## config.mk

```make
export PLATFORM = sky130hd
export DESIGN_NAME = ir_queue_flat
export DESIGN_NICKNAME = d
export VERILOG_FILES = /design/src/rtl/ir_queue_pkg.sv /design/src/rtl/ir_queue_if.sv /design/src/rtl/ir_queue_decode.sv /design/src/rtl/ir_queue.sv /design/src/flat_wrapper.sv
export SDC_FILE = /design/constraint.sdc
export NUM_CORES = 1
export LEC_CHECK = 0
export ABC_AREA = 1
export BUFFER_PORTS_ARGS = -buffer_cell sky130_fd_sc_hd__buf_2
export CAP_MARGIN = 20
export CORE_MARGIN = 2
export CORE_UTILIZATION = 45
export CTS_BUF_LIST = sky130_fd_sc_hd__clkbuf_8
export CTS_CLUSTER_DIAMETER = 100
export DETAILED_ROUTE_END_ITERATION = 16
export GPL_TIMING_DRIVEN = 1
export PLACE_DENSITY = 0.72
export SLEW_MARGIN = 40
export SYNTH_ARGS = -nofsm -noshare
export SYNTH_HDL_FRONTEND = slang
export SYNTH_SLANG_ARGS = --single-unit
```

## constraint.sdc

```tcl
create_clock -name clk -period 6.35 [get_ports clk]
set_input_delay 1.27 -clock clk [delete_from_list [all_inputs] [get_ports clk]]
set_output_delay 1.27 -clock clk [all_outputs]
set_load 0.01 [all_outputs]
```

## src/rtl/ir_queue_pkg.sv

```systemverilog
// Field positions and decode helpers for MIPS instruction words held in the queue.
package mips_ir_pkg;

  localparam int unsigned OP_HI    = 31;
  localparam int unsigned OP_LO    = 26;
  localparam int unsigned RS_HI    = 25;
  localparam int unsigned RS_LO    = 21;
  localparam int unsigned RT_HI    = 20;
  localparam int unsigned RT_LO    = 16;
  localparam int unsigned RD_HI    = 15;
  localparam int unsigned RD_LO    = 11;
  localparam int unsigned SH_HI    = 10;
  localparam int unsigned SH_LO    = 6;
  localparam int unsigned FN_HI    = 5;
  localparam int unsigned FN_LO    = 0;
  localparam int unsigned IMM16_HI = 15;
  localparam int unsigned IMM26_HI = 25;

  localparam logic [5:0] RTYPE_OP = 6'd0;

  // R-type words decode on funct (LSB set); all others on opcode (LSB clear).
  function automatic logic [6:0] decd_op(input logic [31:0] w);
    if (w[OP_HI:OP_LO] == RTYPE_OP) begin
      return {w[FN_HI:FN_LO], 1'b1};
    end
    return {w[OP_HI:OP_LO], 1'b0};
  endfunction

endpackage

```

## src/rtl/ir_queue_if.sv

```systemverilog
// Producer/consumer handshake and decoded head fields of the instruction queue.
interface ir_queue_if #(
  parameter int unsigned DEPTH = 4,
  parameter int unsigned PC_W  = 32
);
  localparam int unsigned CNT_W = $clog2(DEPTH + 1);

  logic             in_valid;
  logic             in_ready;
  logic [31:0]      ins;
  logic [PC_W-1:0]  in_pc;
  logic             out_valid;
  logic             out_ready;
  logic [PC_W-1:0]  out_pc;
  logic [4:0]       rs;
  logic [4:0]       rt;
  logic [4:0]       rd;
  logic [4:0]       shamt;
  logic [15:0]      imm16;
  logic [25:0]      imm26;
  logic [6:0]       decdOp;
  logic [CNT_W-1:0] count;

  // Producer/consumer side (fetch unit and control unit).
  modport master (
    output in_valid, ins, in_pc, out_ready,
    input  in_ready, out_valid, out_pc, rs, rt, rd, shamt, imm16, imm26, decdOp, count
  );

  // Queue side.
  modport slave (
    input  in_valid, ins, in_pc, out_ready,
    output in_ready, out_valid, out_pc, rs, rt, rd, shamt, imm16, imm26, decdOp, count
  );
endinterface

```

## src/rtl/ir_queue_decode.sv

```systemverilog
// Combinational field extraction for the head word; all fields read 0 when not valid.
module ir_decode
  import mips_ir_pkg::*;
(
  input  logic [31:0] word_i,
  input  logic        valid_i,
  output logic [4:0]  rs_o,
  output logic [4:0]  rt_o,
  output logic [4:0]  rd_o,
  output logic [4:0]  shamt_o,
  output logic [15:0] imm16_o,
  output logic [25:0] imm26_o,
  output logic [6:0]  decd_op_o
);

  // Slice fields, gated by valid so consumers never see stale storage.
  always_comb begin
    rs_o      = '0;
    rt_o      = '0;
    rd_o      = '0;
    shamt_o   = '0;
    imm16_o   = '0;
    imm26_o   = '0;
    decd_op_o = '0;
    if (valid_i) begin
      rs_o      = word_i[RS_HI:RS_LO];
      rt_o      = word_i[RT_HI:RT_LO];
      rd_o      = word_i[RD_HI:RD_LO];
      shamt_o   = word_i[SH_HI:SH_LO];
      imm16_o   = word_i[IMM16_HI:0];
      imm26_o   = word_i[IMM26_HI:0];
      decd_op_o = decd_op(word_i);
    end
  end

endmodule

```

## src/rtl/ir_queue.sv

```systemverilog
// Instruction register queue: DEPTH-entry FIFO of {word, pc} with flush and head decode.
module ir_queue
  import mips_ir_pkg::*;
#(
  parameter int unsigned DEPTH = 4,
  parameter int unsigned PC_W  = 32
) (
  input  logic        clk,
  input  logic        clr,
  input  logic        flush,
  ir_queue_if.slave   q
);
  localparam int unsigned PTR_W = $clog2(DEPTH);
  localparam int unsigned CNT_W = $clog2(DEPTH + 1);
  localparam logic [CNT_W-1:0] FULL_CNT = CNT_W'(DEPTH);

  logic [31:0]     ins_mem_q [DEPTH];
  logic [PC_W-1:0] pc_mem_q  [DEPTH];

  logic [PTR_W-1:0] rd_ptr_q, rd_ptr_d;
  logic [PTR_W-1:0] wr_ptr_q, wr_ptr_d;
  logic [CNT_W-1:0] count_q, count_d;

  logic in_ready, out_valid, enq, deq;
  logic [31:0] head_word;

  // Handshake; enqueue is refused while full even if the head retires this cycle.
  always_comb begin
    in_ready  = (count_q != FULL_CNT) && !flush && !clr;
    out_valid = (count_q != '0) && !clr;
    enq       = q.in_valid && in_ready;
    deq       = out_valid && q.out_ready;
    head_word = ins_mem_q[rd_ptr_q];
  end

  // Pointer and occupancy next state; clr and flush both discard the cycle's transfers.
  always_comb begin
    rd_ptr_d = rd_ptr_q;
    wr_ptr_d = wr_ptr_q;
    count_d  = count_q;
    if (clr || flush) begin
      rd_ptr_d = '0;
      wr_ptr_d = '0;
      count_d  = '0;
    end else begin
      if (enq) wr_ptr_d = wr_ptr_q + 1'b1;
      if (deq) rd_ptr_d = rd_ptr_q + 1'b1;
      if (enq && !deq) count_d = count_q + 1'b1;
      if (deq && !enq) count_d = count_q - 1'b1;
    end
  end

  // Control state register with synchronous clear.
  always_ff @(posedge clk) begin
    if (clr) begin
      rd_ptr_q <= '0;
      wr_ptr_q <= '0;
      count_q  <= '0;
    end else begin
      rd_ptr_q <= rd_ptr_d;
      wr_ptr_q <= wr_ptr_d;
      count_q  <= count_d;
    end
  end

  // Storage is deliberately not reset; occupancy alone decides what is live.
  always_ff @(posedge clk) begin
    if (enq) begin
      ins_mem_q[wr_ptr_q] <= q.ins;
      pc_mem_q[wr_ptr_q]  <= q.in_pc;
    end
  end

  // Drive handshake outputs and the gated head PC.
  always_comb begin
    q.in_ready  = in_ready;
    q.out_valid = out_valid;
    q.count     = count_q;
    q.out_pc    = out_valid ? pc_mem_q[rd_ptr_q] : '0;
  end

  ir_decode u_decode (
    .word_i    (head_word),
    .valid_i   (out_valid),
    .rs_o      (q.rs),
    .rt_o      (q.rt),
    .rd_o      (q.rd),
    .shamt_o   (q.shamt),
    .imm16_o   (q.imm16),
    .imm26_o   (q.imm26),
    .decd_op_o (q.decdOp)
  );

endmodule

```

## src/flat_wrapper.sv

```systemverilog
// flat-port wrapper written by rule: the top's interface ports become plain ports
module ir_queue_flat import mips_ir_pkg::*;
#(
  parameter int unsigned DEPTH = 4,
  parameter int unsigned PC_W  = 32
)
  (clk, clr, flush, q_in_valid, q_ins, q_in_pc, q_out_ready, q_in_ready, q_out_valid, q_out_pc, q_rs, q_rt, q_rd, q_shamt, q_imm16, q_imm26, q_decdOp, q_count);
  ir_queue_if #(.DEPTH(DEPTH), .PC_W(PC_W)) q_i ();
  input  logic clk;
  input  logic clr;
  input  logic flush;
  input wire logic [$bits(q_i.in_valid)-1:0] q_in_valid;
  input wire logic [$bits(q_i.ins)-1:0] q_ins;
  input wire logic [$bits(q_i.in_pc)-1:0] q_in_pc;
  input wire logic [$bits(q_i.out_ready)-1:0] q_out_ready;
  output wire logic [$bits(q_i.in_ready)-1:0] q_in_ready;
  output wire logic [$bits(q_i.out_valid)-1:0] q_out_valid;
  output wire logic [$bits(q_i.out_pc)-1:0] q_out_pc;
  output wire logic [$bits(q_i.rs)-1:0] q_rs;
  output wire logic [$bits(q_i.rt)-1:0] q_rt;
  output wire logic [$bits(q_i.rd)-1:0] q_rd;
  output wire logic [$bits(q_i.shamt)-1:0] q_shamt;
  output wire logic [$bits(q_i.imm16)-1:0] q_imm16;
  output wire logic [$bits(q_i.imm26)-1:0] q_imm26;
  output wire logic [$bits(q_i.decdOp)-1:0] q_decdOp;
  output wire logic [$bits(q_i.count)-1:0] q_count;
  assign q_i.in_valid = q_in_valid;
  assign q_i.ins = q_ins;
  assign q_i.in_pc = q_in_pc;
  assign q_i.out_ready = q_out_ready;
  assign q_in_ready = q_i.in_ready;
  assign q_out_valid = q_i.out_valid;
  assign q_out_pc = q_i.out_pc;
  assign q_rs = q_i.rs;
  assign q_rt = q_i.rt;
  assign q_rd = q_i.rd;
  assign q_shamt = q_i.shamt;
  assign q_imm16 = q_i.imm16;
  assign q_imm26 = q_i.imm26;
  assign q_decdOp = q_i.decdOp;
  assign q_count = q_i.count;
  ir_queue #(.DEPTH(DEPTH), .PC_W(PC_W)) u_core (.clk(clk), .clr(clr), .flush(flush), .q(q_i));
endmodule
```

# Word-level counts from Yosys, hierarchy flattened
# Memory sizes are Yosys's and may differ from the RTL's. A register that Yosys moved wholly into a read port is not among the register bits.
# Cells that the tools add are included.
# totals
out_inout_bits	106
wordCells	46
register_bits	7
mem_bits_rw	256
input_bits	69
n_memories	2
# memory_table
name	words	word_bits	rd	rd_ports_with_merged_regs	wr	line_no	text
u_core.ins_mem_q	4	32	1	1	1	ir_queue.sv:17	logic [31:0] ins_mem_q [DEPTH];
u_core.pc_mem_q	4	32	1	1	1	ir_queue.sv:18	logic [PC_W-1:0] pc_mem_q [DEPTH];
# classes
n_addsub	4
muxes	20
eq_ne	1
reduce_logical	16
# ops
operator	n
two-way mux 32 bit	1
two-way mux 26 bit	1
two-way mux 7 bit	3
two-way mux 5 bit	4
two-way mux 16 bit	1
two-way mux 2 bit	4
logical AND 1 bit	7
zero test 6 bit	1
two-way mux 3 bit	2
adder 2 x 1 -> 2 bit (second input constant)	2
zero test 1 bit	4
two-way mux 1 bit	4
adder 3 x 1 -> 3 bit (second input constant)	1
inequality test 3 bit (second input constant)	1
nonzero test 3 bit	1
subtractor 3 x 1 -> 3 bit (second input constant)	1
nonzero test 2 bit	1
OR reduction 2 bit	1
logical OR 1 bit	1

# Logic depth before layout (Yosys ltp)
# depth
word_depth	7
mapped_depth	11
depth_no_buf	11

# Cells and area by module
# From an unflattened synthesis, not the netlist that was laid out.
# hier_totals
cells_unflattened	876
area_unflattened_um2	10822.9
# by_module_without_submodules
mod	area_per_inst_um2	instances	cells_each	seq_area_each_um2
ir_queue	10203.5	1	760	7867.5
ir_decode	619.3	1	116	0.0

# Worst setup path after synthesis
# No wires, ideal clock.
# synth_timing
kind	input port to flip-flop
start	in flush
end	mem u_core.ins_mem_q[0][0] (enable)
arrival_time_ns	4.526
path_slack_ns	1.338
stages	3
setup_ns	0.487
n_path_buf	0
path_cell_list	nor2_1 -> nand3_1 -> nor2_1
# synth_via
elab_chain_cells	6
# synth_rtl
element	line_no	text
start, declared	flat_wrapper.sv:11	input logic flush;
zero test 1 bit	ir_queue.sv:29	in_ready = (count_q != FULL_CNT) && !flush && !clr;
logical AND 1 bit (2 in series)	ir_queue.sv:29	
logical AND 1 bit	ir_queue.sv:31	enq = q.in_valid && in_ready;
two-way mux 1 bit	ir_queue.sv:68	if (enq) begin
two-way mux 1 bit (not written as such)	ir_queue.sv:69	ins_mem_q[wr_ptr_q] <= q.ins;
end, declared	ir_queue.sv:17	
# No other way between the ends.

==> reports/metrics.yaml <==
finish:
  final_common_cell: "edfxtp_1"
  layout_common_cells: "edfxtp_1, nor2_1, buf_2, o21ai_0, nand2_1"
  areaGrowthSynthToFinish_pct: 16.4
  drive_gt1_share_pct: 24.0
  fin_nets: 1106
  fin_area_um2: 12500
global_routing:
  antenna_found_initial: 5
  grtUsageTotal_pct: 18.6
  grt_max_degree: 82
  grt_pass1_vias: 6594
  grt.overflow.total: 0
  grt_pass1_wl_um: 35600
logic_synthesis:
  avgSynthCellArea_um2: 12.2
  syn_nets: 956
  ys_seq_area_share_pct: 73.4
  synth_area_um2: 10700
  yosysWarnings: 0
  syn_inst: 881
  ys_ff_latch: 265
  ys_types: 19
outcome:
  outcome: "completed"
power:
  finalPower_uw: 3450
  powerDensity_nw_per_um2: 277
  cellLeakagePower_uw: 0.00481
  peakVddDrop_uv: 182
critical_path:
  cp-start-kind: "flop"
  cp.arrival_ps: 3450
  worstSetupPathType: "reg2out"
  path_max_fanout: 53
  end_kind: "output pin"
  required_ps: 5080
worst_hold_path:
  min_path_type: "reg2reg"
placed_design:
  portBuffers: 174
  place_congestion: 0.790
  place_hpwl_um: 13800
  place_area_um2: 11600
routing:
  ant_nets: 0
  vias_per_cell: 5.05
  vias: 7009
  drt_pre_antenna_iters: 7
  drt_iter0_markers: 445
  drcViolationCount: 0
  wirelength_um: 23700
  drt-wirelength-per-cell_um: 17.1
sta:
  skew_ps: 14.2
  worst_pin_slew_ps: 808
  finalCriticalPeriod_ps: 4720
  setup_viol: 0
  hold_viol: 0
  clock.fmax_mhz: 212
  final_max_slew_viol_count: 0
  rsz0062_at_grt: "false"
  maxSlewHeadroom_pct: 46.0
  min_period_over_period_pct: 74.4
  tns_ps: 0
floorplan:
  ioPinCount: 175
  die_h_um: 158
  die_w_um: 158
  rows: 56
  die_area_um2: 25100
  core_region_area_um2: 23400
  start_util_pct: 45.8
clock_network:
  clk_pin_slew_ps: 60
  cts_tree: "done"
  cts_root_buffer: "clkbuf_8"
  cts_sinks: 265
  htree_levels: 2
  cts_buffers: 44
  worstSkewPairLatency_ps: 550
  ctsResizeCount: 0
  cts_setup_buffers: 0
  clock_path_buffers: 3
  hold_buffers: 0
flow_run:
  maxCapViolations: 0
[worst paths after layout]
| kind | from | depth (start not counted) | endpoint | slack [ps] |
|---|---|---|---|---|
| hold reg to reg | u_core.q.count[0] | 1 | u_core.q.count[0] | 480 |
| setup reg to reg | u_core.q.count[0] | 5 | u_core.ins_mem_q[3][14] | 3590 |
| setup / recovery | flop | 10 | q_decdOp[4] | 1630 |
| hold / removal | u_core.q.count[0] | 1 | u_core.q.count[0] | 480 |
[cell families (layout without fill, tap and decap cells)]
group / after synthesis / after routing / synth area share, %
compound gates: 172 / 172 / 8.03
simple gates: 336 / 336 / 12.3
flops: 265 / 265 / 73.4
other cells: 0 / 4 / 0
buf+inv: 102 / 286 / 5.51
fa+ha+maj: 6 / 6 / 0.771
[power breakdown]
group	internal (µW)	switching (µW)	total, µW
clock network	739	664	1400
logic	36.5	72.4	109
registers	1930	4.74	1940
[synthesized netlist by cell type]
cell type	number	area, µm²
fa_1	1	20.0
dfxtp_1	9	180
buf_4	42	315
nor2_2	1	6.26
buf_1	8	30.0
nand2_1	73	274
a21oi_1	60	300
clkbuf_1	8	30.0
inv_1	16	60.1
edfxtp_1	256	7690
buf_6	3	33.8
ha_1	5	62.6
and2_1	1	6.26
inv_2	3	11.3
o21ai_0	96	480
nor2_1	222	833
o21ai_1	16	80.1
nand3_1	39	195
buf_2	22	110
[worst max-delay path, stage by stage (launching register included)]
cell and delay, ps:
dfxtp_4 500, clkinv_2 450, buf_4 530, buf_4 450, nand2_1 120, nand3_1 100, nand2_1 70, nor2_1 230
nand3_1 120, nand2_1 130, buf_2 150
[sequential cells by signal (all words and copies together) (netlist names), named ones only]
signal            cells
u_core.q.count        3
u_core.pc_mem_q     128
u_core.wr_ptr_q       2
u_core.rd_ptr_q       2
u_core.ins_mem_q    128
[layer usage]
metal / vias to the layer above / GRT usage, % / share of wire [%]
met4: 2 / 6.22 / 2.4
met1: 3345 / 24.0 / 42
met2: 255 / 30.4 / 47
li1: 3357 / - / -
met5: - / 0 / 0.055
met3: 50 / 5.55 / 8.3
[per-stage QoR]
step / hold WS [ps] / setup slack (ps) / cells / util (%)
2_1_floorplan: 444 / 1340 / 881 / -
3_3_place_gp: 453 / 2250 / 1303 / 49.6
5_1_grt: 507 / 1290 / 1386 / 53.3
6_report: 483 / 1630 / 1388 / 53.3
3_5_place_dp: 468 / 2190 / 1304 / 49.7
4_1_cts: 484 / 1590 / 1384 / 53.2
[cell type report]
class,instances,area (µm²)
clock buffers,48,661
inverters,19,73.8
clock inverters,32,169
well taps,319,399
repair buffers,187,996
fillers,2016,10900
flip-flops and latches,265,7870
diodes,4,10.0
multi-input cells,514,2300
(Power assumes the default switching activity.)
